--- src/rtl/mips_pkg.sv ---
// Shared MIPS definitions: ALU control codes, HI/LO op encodings and the
// multiply/divide sequencer state type.
package mips_pkg;

    localparam logic [3:0] ALU_AND = 4'b0000;
    localparam logic [3:0] ALU_OR  = 4'b0001;
    localparam logic [3:0] ALU_ADD = 4'b0010;
    localparam logic [3:0] ALU_SUB = 4'b0110;
    localparam logic [3:0] ALU_SLT = 4'b0111;
    localparam logic [3:0] ALU_NOR = 4'b1100;

    // Bit 1 selects divide, bit 0 selects signed.
    localparam logic [1:0] OP_MULTU = 2'b00;
    localparam logic [1:0] OP_MULT  = 2'b01;
    localparam logic [1:0] OP_DIVU  = 2'b10;
    localparam logic [1:0] OP_DIV   = 2'b11;

    typedef enum logic [2:0] {
        S_IDLE   = 3'd0,
        S_NEG_A  = 3'd1,
        S_NEG_B  = 3'd2,
        S_ITER   = 3'd3,
        S_NEG_LO = 3'd4,
        S_NEG_HI = 3'd5,
        S_DONE   = 3'd6
    } seq_state_t;

endpackage

--- src/rtl/ALU.sv ---
// The core's combinational 32-bit ALU; the sequencer only issues add and sub.
module ALU
    import mips_pkg::*;
(
    input  logic [3:0]  ALU_Control_sig,
    input  logic [31:0] data_1,
    input  logic [31:0] data_2,
    output logic [31:0] ALU_result,
    output logic        zero_sig
);

    // Operation select; unknown codes produce zero.
    always_comb begin
        ALU_result = 32'd0;
        case (ALU_Control_sig)
            ALU_AND: ALU_result = data_1 & data_2;
            ALU_OR:  ALU_result = data_1 | data_2;
            ALU_ADD: ALU_result = data_1 + data_2;
            ALU_SUB: ALU_result = data_1 - data_2;
            ALU_SLT: ALU_result = {31'd0, $signed(data_1) < $signed(data_2)};
            ALU_NOR: ALU_result = ~(data_1 | data_2);
            default: ALU_result = 32'd0;
        endcase
    end

    assign zero_sig = (ALU_result == 32'd0);

endmodule

--- src/rtl/muldiv_sequencer.sv ---
// Multi-cycle MULT/MULTU/DIV/DIVU unit. All arithmetic goes through the one
// shared ALU: 32 shift-add / restoring-divide steps plus sign fix-up steps
// for signed ops, so latency is fixed per op class.
// Handshake: start_sig is taken only while idle (busy_sig low); done_sig
// pulses for one cycle with hi_out/lo_out valid, and they hold afterwards.
module muldiv_sequencer
    import mips_pkg::*;
#(
    parameter int WIDTH = 32
) (
    input  logic             clk,
    input  logic             reset,
    input  logic             start_sig,
    input  logic [1:0]       op_sig,
    input  logic [WIDTH-1:0] operand_a,
    input  logic [WIDTH-1:0] operand_b,
    output logic             busy_sig,
    output logic             done_sig,
    output logic [WIDTH-1:0] hi_out,
    output logic [WIDTH-1:0] lo_out
);

    seq_state_t r_state;
    logic [1:0]  r_op;
    logic [31:0] r_a;          // multiplicand M / dividend, magnitude after NEG_A
    logic [31:0] r_b;          // multiplier / divisor D, magnitude after NEG_B
    logic        r_sign_a;
    logic        r_sign_b;
    logic [31:0] r_hi;
    logic [31:0] r_lo;
    logic [5:0]  r_cnt;
    logic        r_lo_was_zero;

    logic [3:0]  w_alu_ctl;
    logic [31:0] w_alu_d1;
    logic [31:0] w_alu_d2;
    logic [31:0] w_alu_res;
    logic        w_alu_zero;
    logic        w_is_mult;
    logic        w_neg_res;
    logic [31:0] w_shift;
    logic        w_carry;
    logic        w_ge;
    logic [31:0] w_hi_iter;
    logic [31:0] w_lo_iter;
    logic [31:0] w_b_abs;
    logic [31:0] w_hi_fix;

    assign w_is_mult = ~r_op[1];
    assign w_neg_res = r_sign_a ^ r_sign_b;
    assign w_shift   = {r_hi[30:0], r_lo[31]};
    assign w_carry   = (w_alu_res < r_hi);
    assign w_b_abs   = r_sign_b ? w_alu_res : r_b;
    assign w_hi_fix  = (w_is_mult ? w_neg_res : r_sign_a) ? w_alu_res : r_hi;

    ALU u_alu (
        .ALU_Control_sig (w_alu_ctl),
        .data_1          (w_alu_d1),
        .data_2          (w_alu_d2),
        .ALU_result      (w_alu_res),
        .zero_sig        (w_alu_zero)
    );

    // ALU operands per state; the ALU is driven even when a result is discarded.
    always_comb begin
        w_alu_ctl = ALU_ADD;
        w_alu_d1  = 32'd0;
        w_alu_d2  = 32'd0;
        case (r_state)
            S_NEG_A: begin
                w_alu_ctl = ALU_SUB;
                w_alu_d2  = r_a;
            end
            S_NEG_B: begin
                w_alu_ctl = ALU_SUB;
                w_alu_d2  = r_b;
            end
            S_ITER: begin
                if (w_is_mult) begin
                    w_alu_ctl = ALU_ADD;
                    w_alu_d1  = r_hi;
                    w_alu_d2  = r_lo[0] ? r_a : 32'd0;
                end else begin
                    w_alu_ctl = ALU_SUB;
                    w_alu_d1  = w_shift;
                    w_alu_d2  = r_b;
                end
            end
            S_NEG_LO: begin
                w_alu_ctl = ALU_SUB;
                w_alu_d2  = r_lo;
            end
            S_NEG_HI: begin
                if (w_is_mult) begin
                    // Two's complement of the upper word: ~hi plus the borrow out of lo.
                    w_alu_ctl = ALU_ADD;
                    w_alu_d1  = ~r_hi;
                    w_alu_d2  = {31'd0, r_lo_was_zero};
                end else begin
                    w_alu_ctl = ALU_SUB;
                    w_alu_d2  = r_hi;
                end
            end
            default: begin
                w_alu_ctl = ALU_ADD;
            end
        endcase
    end

    // One iteration step: shift-add for multiply, restoring step for divide.
    always_comb begin
        w_ge      = 1'b0;
        w_hi_iter = 32'd0;
        w_lo_iter = 32'd0;
        if (w_is_mult) begin
            w_hi_iter = {w_carry, w_alu_res[31:1]};
            w_lo_iter = {w_alu_res[0], r_lo[31:1]};
        end else begin
            // hi[31] set means the shifted remainder is >= 2^32 > D.
            w_ge      = r_hi[31] | (w_shift >= r_b);
            w_hi_iter = w_ge ? w_alu_res : w_shift;
            w_lo_iter = {r_lo[30:0], w_ge};
        end
    end

    // Sequencer FSM with registered outputs.
    always_ff @(posedge clk) begin
        if (reset) begin
            r_state       <= S_IDLE;
            r_op          <= OP_MULTU;
            r_a           <= 32'd0;
            r_b           <= 32'd0;
            r_sign_a      <= 1'b0;
            r_sign_b      <= 1'b0;
            r_hi          <= 32'd0;
            r_lo          <= 32'd0;
            r_cnt         <= 6'd0;
            r_lo_was_zero <= 1'b0;
            busy_sig      <= 1'b0;
            done_sig      <= 1'b0;
            hi_out        <= '0;
            lo_out        <= '0;
        end else begin
            done_sig <= 1'b0;
            case (r_state)
                S_IDLE: begin
                    if (start_sig) begin
                        r_op     <= op_sig;
                        r_a      <= operand_a;
                        r_b      <= operand_b;
                        r_sign_a <= operand_a[31];
                        r_sign_b <= operand_b[31];
                        r_hi     <= 32'd0;
                        r_lo     <= op_sig[1] ? operand_a : operand_b;
                        r_cnt    <= 6'd0;
                        busy_sig <= 1'b1;
                        if (op_sig[1] && (operand_b == 32'd0)) begin
                            hi_out   <= operand_a;
                            lo_out   <= 32'hFFFF_FFFF;
                            done_sig <= 1'b1;
                            r_state  <= S_DONE;
                        end else if (op_sig[0]) begin
                            r_state <= S_NEG_A;
                        end else begin
                            r_state <= S_ITER;
                        end
                    end
                end
                S_NEG_A: begin
                    if (r_sign_a) r_a <= w_alu_res;
                    r_state <= S_NEG_B;
                end
                S_NEG_B: begin
                    r_b     <= w_b_abs;
                    r_hi    <= 32'd0;
                    r_lo    <= w_is_mult ? w_b_abs : r_a;
                    r_state <= S_ITER;
                end
                S_ITER: begin
                    r_hi <= w_hi_iter;
                    r_lo <= w_lo_iter;
                    if (r_cnt == 6'd31) begin
                        r_cnt <= 6'd0;
                        if (r_op[0]) begin
                            r_state <= S_NEG_LO;
                        end else begin
                            hi_out   <= w_hi_iter;
                            lo_out   <= w_lo_iter;
                            done_sig <= 1'b1;
                            r_state  <= S_DONE;
                        end
                    end else begin
                        r_cnt <= r_cnt + 6'd1;
                    end
                end
                S_NEG_LO: begin
                    if (w_neg_res) r_lo <= w_alu_res;
                    // 0 - lo is zero exactly when lo was zero.
                    r_lo_was_zero <= w_alu_zero;
                    r_state       <= S_NEG_HI;
                end
                S_NEG_HI: begin
                    r_hi     <= w_hi_fix;
                    hi_out   <= w_hi_fix;
                    lo_out   <= r_lo;
                    done_sig <= 1'b1;
                    r_state  <= S_DONE;
                end
                S_DONE: begin
                    busy_sig <= 1'b0;
                    r_state  <= S_IDLE;
                end
                default: begin
                    busy_sig <= 1'b0;
                    r_state  <= S_IDLE;
                end
            endcase
        end
    end

endmodule

--- config.mk ---
export PLATFORM = sky130hd
export DESIGN_NAME = muldiv_sequencer
export DESIGN_NICKNAME = d
export VERILOG_FILES = /design/src/rtl/mips_pkg.sv /design/src/rtl/ALU.sv /design/src/rtl/muldiv_sequencer.sv
export SDC_FILE = /design/constraint.sdc
export NUM_CORES = 1
export LEC_CHECK = 0
export BUFFER_PORTS_ARGS = -buffer_cell sky130_fd_sc_hd__buf_2
export CELL_PAD_IN_SITES_DETAIL_PLACEMENT = 1
export CELL_PAD_IN_SITES_GLOBAL_PLACEMENT = 1
export CORE_MARGIN = 2
export CORE_UTILIZATION = 49
export DETAILED_ROUTE_END_ITERATION = 10
export GPL_TIMING_DRIVEN = 1
export PLACE_DENSITY_LB_ADDON = 0.1
export SLEW_MARGIN = 20
export SYNTH_ARGS = -nofsm -noshare
export SYNTH_HDL_FRONTEND = slang
export SYNTH_SLANG_ARGS = --single-unit
--- constraint.sdc ---
create_clock -name clk -period 16.15 [get_ports clk]
set_input_delay 1.615 -clock clk [delete_from_list [all_inputs] [get_ports clk]]
set_output_delay 1.615 -clock clk [all_outputs]
set_load 0.02 [all_outputs]
* After elaboration in Yosys (flattened, before gate mapping)
Cells that the tools add are included.
** Word-level totals
- Latch bits :: 0
- Bits in writable memories :: 0
- Flip-flop bits (word level) :: 208
- Word-level logic and storage cells :: 121
- Memories kept :: 0
- Input bits :: 69
- ROM bits :: 0
** Operators by class
- Muxes and demuxes :: 54
- Divide/modulo/power cells :: 0
- Reduce and logical (&&, ||, !) cells :: 23
- Magnitude comparators :: 3
- Shifts and indexed selects :: 0
- Equality and inequality tests :: 17
- Multiply operators :: 0
- Bitwise gates (word level) :: 7
- Add/subtract/negate cells :: 3
** Operator list (count)
- $mux 32 :: 26
- $pmux 32 s4 :: 2
- $pmux 32 s2 :: 3
- $pmux 32 s3 :: 2
- $pmux 32 s6 :: 1
- $pmux 32 s5 :: 1
- $logic_not 32->1 :: 2
- $lt 32x32->1 :: 2
- $not 32->32 :: 2
- $add 32x32->32 :: 1
- $and 32x32->32 :: 1
- $ge 32x32->1 :: 1
- $or 32x32->32 :: 1
- $sub 32x32->32 :: 1
- $pmux 3 s6 :: 1
- $eq 3x3->1 const B :: 4
- $mux 3 :: 4
- $mux 6 :: 2
- $ne 2x2->1 const B :: 6
- $pmux 6 s2 :: 1
- $reduce_and 2->1 :: 6
- $eq 3x2->1 const B :: 3
- $reduce_bool 4->1 :: 2
- $add 6x1->6 const B :: 1
- 21 further kinds :: 31

* Depth between registers and ports, before layout
- Depth in word-level cells :: 11
- Mapped depth :: 33
- Mapped depth without buffers :: 30

* Hierarchy
From an unflattened synthesis, not the netlist that was laid out.
** Unflattened totals
- Cell total of the unflattened synthesis :: 3000
- Area total of the unflattened synthesis :: 21012.7 µm²
** Modules (own cells, without submodules)
- muldiv_sequencer :: instances 1, sequential area each 4164.0 µm², cells an instance 2077, area each 14890.5 µm²
- ALU :: instances 1, sequential area each 0.0 µm², cells an instance 923, area each 6122.1 µm²

* Worst setup path before layout
No wires, ideal clock.
- Path kind :: register to register
- Start :: reg r_op[1]
- End :: reg r_hi[31]
- Period minus slack after synthesis :: 6.232 ns
- Arrival time :: 6.142 ns
- Slack :: 9.918 ns
- Data required time :: 16.059 ns
- Setup time :: 0.091 ns
- Stages on the path, launching flop included :: 31
- Buffers on the path :: 2
- Cell sequence :: dfxtp_1 -> buf_2 -> nand2b_1 -> buf_2 -> a32o_1 -> a221o_1 -> inv_1 -> ha_1 -> inv_1 -> nor4_1 -> nand2_1 -> or2_2 -> o41ai_1 -> xor2_1 -> ha_1 -> and4_1 -> nand2_1 -> a211oi_1 -> o211ai_1 -> and2_1 -> a211oi_1 -> ha_1 -> nand3_1 -> nor3_1 -> o2111ai_1 -> nand3_1 -> a311oi_1 -> o21ai_0 -> o211ai_1 -> o21ai_1 -> a311oi_1
** Between the ends
- Word-level cells in the longest chain between the ends :: 8
** RTL lines
- from (decl) :: RTL line muldiv_sequencer.sv:24 : logic [1:0] r_op;
- from (signal assigned) :: RTL line muldiv_sequencer.sv:148 : r_op <= op_sig;
- parallel branches: the longest is 7 deep, another holds $sub 32x32->32
- $pmux 32 s4 (*) :: RTL line muldiv_sequencer.sv:145 : case (r_state)
- to (signal assigned) :: RTL line muldiv_sequencer.sv:180 : r_hi <= w_hi_iter;
- to (signal assigned) :: RTL line muldiv_sequencer.sv:203 : r_hi <= w_hi_fix;
- to (decl) :: RTL line muldiv_sequencer.sv:29 : logic [31:0] r_hi;
Every way passes the cells marked *.
A chain may end at the register's enable or synchronous reset.

* Worst setup path after layout
Ends and elaborated chain as after synthesis.

==> metrics.txt <==
starting density of the core=0.4932; Initial DRC Count=2183; Vert. Die Dim=roughly 190 um; Final Cycle Share=0.5377; Cell Area, Synth=roughly 0.017 mm^2; Combinational Power Share=0.571; Netlist cell types=between 80 and 90; PostCTS Resize Cnt=0; Pleak=7.635 nW; cell count after synthesis=roughly 2400; CTS max path bufs=3; Slew Limit Fails=0; Clk pwr share=0.206; sw frac=0.5032; Crit path largest cell delay=0.75 ns; Max-slew headroom=0.1561; first-pass GRT wire length=125.5 mm; critical path class=reg -> reg; CTS root buf=clkbuf_16; setup repair bufs after CTS=0; drt pass-1 iters=6; Top cell by count, worst path=ha_1; # hold bufs at CTS=0; total net switching power=1.614 mW; worst-margin pin slew=about 1.2 ns; port bufs=134; Die ar.=0.03707 mm^2; HP Class=reg -> reg; vias per cell=7.160; unrepaired setup endpoints after global routing=false; final wirelength=85.26 mm; initial antenna violation count=3; gpl congestion=1.003; Critical-path top delay cell=a211oi_1; vias in the first global route=~20000; post-DR wirelength/cell=29.59 um; final hold viol count=0; Worst VDD drop=about 0.096 mV; Yosys Warn Count=0; Worst-path clk slew=0.06 ns; nature of the critical path endpoint=flip-flop; Async SR Flop Fraction=0; CTS tree=done; synthesis-to-layout area growth=10.78%; detailed-route via count=20629; Clk Latency, worst-skew pair=approximately 0.6 ns; CTS buffer count=27; Crit Path Max Fanout=67; # clock sinks=208; GRT Overall Usage=0.4510; Synth Flop Type=dfxtp_1; Mapped Nets=2564; Reg power frac=0.223; final setup fails=0; Antenna Nets Post-Route=0; H-tree Lvls=1; Setup TNS=0 ns; I/O Pins=135; clk_skew=0.03871 ns; MaxCap Viol Count=0; average cell area after synthesis=7.262 um^2; CP startpoint kind=flip-flop; Residual DRC=0; outcome=finished clean; detailed placement HPWL=58.78 mm; die width=192.5 um; Yosys reg bits=208; Rows=69; PwrDens=166.2 mW/mm^2; Worst R2R Setup Slack=between 7 and 8 ns; fillers=4489; Int Pwr=between 1.5 and 2 mW; Worst Path Required=~17 ns; pin count of the biggest net entering global routing=148; Worst EP arrival=9.19 ns; share of layout cells above drive strength 1=0.1339; Pwr Total=between 3 and 4 mW; register area share after synthesis=0.2391; grt total ovfl=0; Max Clk Rate=115.2 MHz; Final min period=around 8.7 ns; core area=0.03531 mm^2; Final nets=2567; Post-synth EDFFs=0
-- critical path, delay by kind of cell, from the launching register on --
kind	cells	cell delay (ns)
AND/OR/NAND/NOR	10	1.93
XOR/XNOR	3	0.79
flip-flops	1	0.51
adder cells (fa/ha/maj)	3	0.93
buffers and inverters	4	1.01
AO/OA/AOI/OAI	11	3.37
-- state kept, by name, summed over array words and instances (netlist names) --
register       count
busy_sig           1
done_sig           1
hi_out            32
lo_out            32
r_a               32
r_b               32
r_cnt              6
r_hi              32
r_lo              32
r_lo_was_zero      1
r_op               2
r_sign_a           1
r_sign_b           1
r_state            3
-- synthesized netlist by cell type (11+ instances only) --
library cell | number | area share
a311oi_1 | 69 | 0.035
nand4_1 | 12 | 0.0043
mux2i_1 | 80 | 0.046
nor2_1 | 299 | 0.064
a221oi_1 | 30 | 0.015
dfxtp_1 | 208 | 0.24
o21ai_0 | 148 | 0.043
o211ai_1 | 26 | 0.011
mux2_2 | 31 | 0.020
xnor2_1 | 27 | 0.014
o21a_1 | 11 | 0.0047
inv_1 | 92 | 0.020
xor2_1 | 26 | 0.013
nor3_1 | 27 | 0.0078
o221ai_1 | 26 | 0.013
clkbuf_1 | 175 | 0.038
a221o_1 | 19 | 0.011
nand2_1 | 303 | 0.065
and3_1 | 11 | 0.0040
a211oi_1 | 109 | 0.047
a21o_1 | 24 | 0.010
o22ai_1 | 17 | 0.0061
a32o_1 | 22 | 0.013
a21oi_1 | 229 | 0.066
a31oi_1 | 16 | 0.0057
nand3_1 | 39 | 0.011
ha_1 | 96 | 0.069
buf_1 | 25 | 0.0054
nor4_1 | 15 | 0.0054
-- path summary, 6_finish.rpt --
path / cells past startpoint / from / end
setup / recovery: 31 / r_op[1] / r_hi[31]
hold / removal: 2 / r_b[11] / r_b[11]
setup reg to reg: 31 / r_op[1] / r_hi[31]
hold reg to reg: 2 / r_b[11] / r_b[11]
-- layout by cell type, fill, tap and decap left out, types with 9 or more instances in the layout --
| cell type | instances |
|---|---|
| xnor2_1 | 26 |
| a21oi_1 | 228 |
| a221o_1 | 19 |
| o22ai_1 | 17 |
| ha_1 | 96 |
| dfxtp_1 | 205 |
| a31oi_1 | 16 |
| o221ai_1 | 26 |
| o211ai_1 | 26 |
| xor2_1 | 25 |
| a311oi_1 | 68 |
| clkbuf_16 | 27 |
| a211oi_1 | 109 |
| o21a_1 | 11 |
| nor2b_1 | 9 |
| a221oi_1 | 30 |
| nor2_1 | 296 |
| mux2_2 | 31 |
| nand4_1 | 12 |
| o21ai_0 | 148 |
| and3_1 | 11 |
| inv_1 | 92 |
| nor4_1 | 14 |
| nand2b_1 | 10 |
| buf_4 | 57 |
| a32o_1 | 22 |
| nor3_1 | 24 |
| buf_2 | 133 |
| nand2_1 | 300 |
| nand3_1 | 39 |
| mux2i_1 | 80 |
| a21o_1 | 23 |
-- metal layers --
metal	GRT usage	share of wire
met3	0.1075	0.10
met5	0	0.00045
met2	0.7186	0.45
met1	0.5354	0.37
met4	0.3130	0.080
-- cell type report --
class	count	area (um^2)	area share
antenna	1	2.502	0.0001297
multi-input combinational	1877	12110	0.6279
clock inverter	9	160.2	0.008301
sequential	208	4170	0.2162
inverter	95	356.6	0.01848
clock buffer	38	787.0	0.04079
tap	461	576.8	0.02990
timing repair buffer	192	1125	0.05830
-- power by group through the flow --
| stage | logic, mW | clock network (mW) | registers, mW |
|---|---|---|---|
| floorplan | 1.13 | 0 | 0.681 |
| global placement | 1.69 | 0 | 0.712 |
| detailed placement | 1.75 | 0 | 0.714 |
| CTS | 1.77 | 0.664 | 0.704 |
| global route | 1.96 | 0.683 | 0.717 |
| finish | 1.83 | 0.662 | 0.715 |
-- cells by family (layout without fill, tap and decap cells) --
logic type               after synthesis  in the layout  synth area share
buffers and inverters                313            334           0.07091
other                                  0              1                 0
AO/OA/AOI/OAI                        836            836            0.3245
flip-flops                           208            208            0.2391
AND/OR/NAND/NOR                      769            769            0.1895
multiplexers                         119            119           0.07637
adder cells (fa/ha/maj)               97             97           0.07012
XOR/XNOR                              56             56           0.02946
-- stage by stage --
step	instance area, um^2	util	hold WS, ns	setup slack, ns	std cells
2_1_floorplan	17420	-	0.4437	9.918	2398
3_3_place_gp	18320	0.5188	0.4571	7.907	2832
3_5_place_dp	18320	0.5189	0.4654	7.687	2832
4_1_cts	19270	0.5457	0.4744	7.614	2879
5_1_grt	19290	0.5463	0.5005	7.052	2880
6_report	19290	0.5464	0.4794	7.467	2881
No activity file was read; power rests on OpenSTA's default activity.
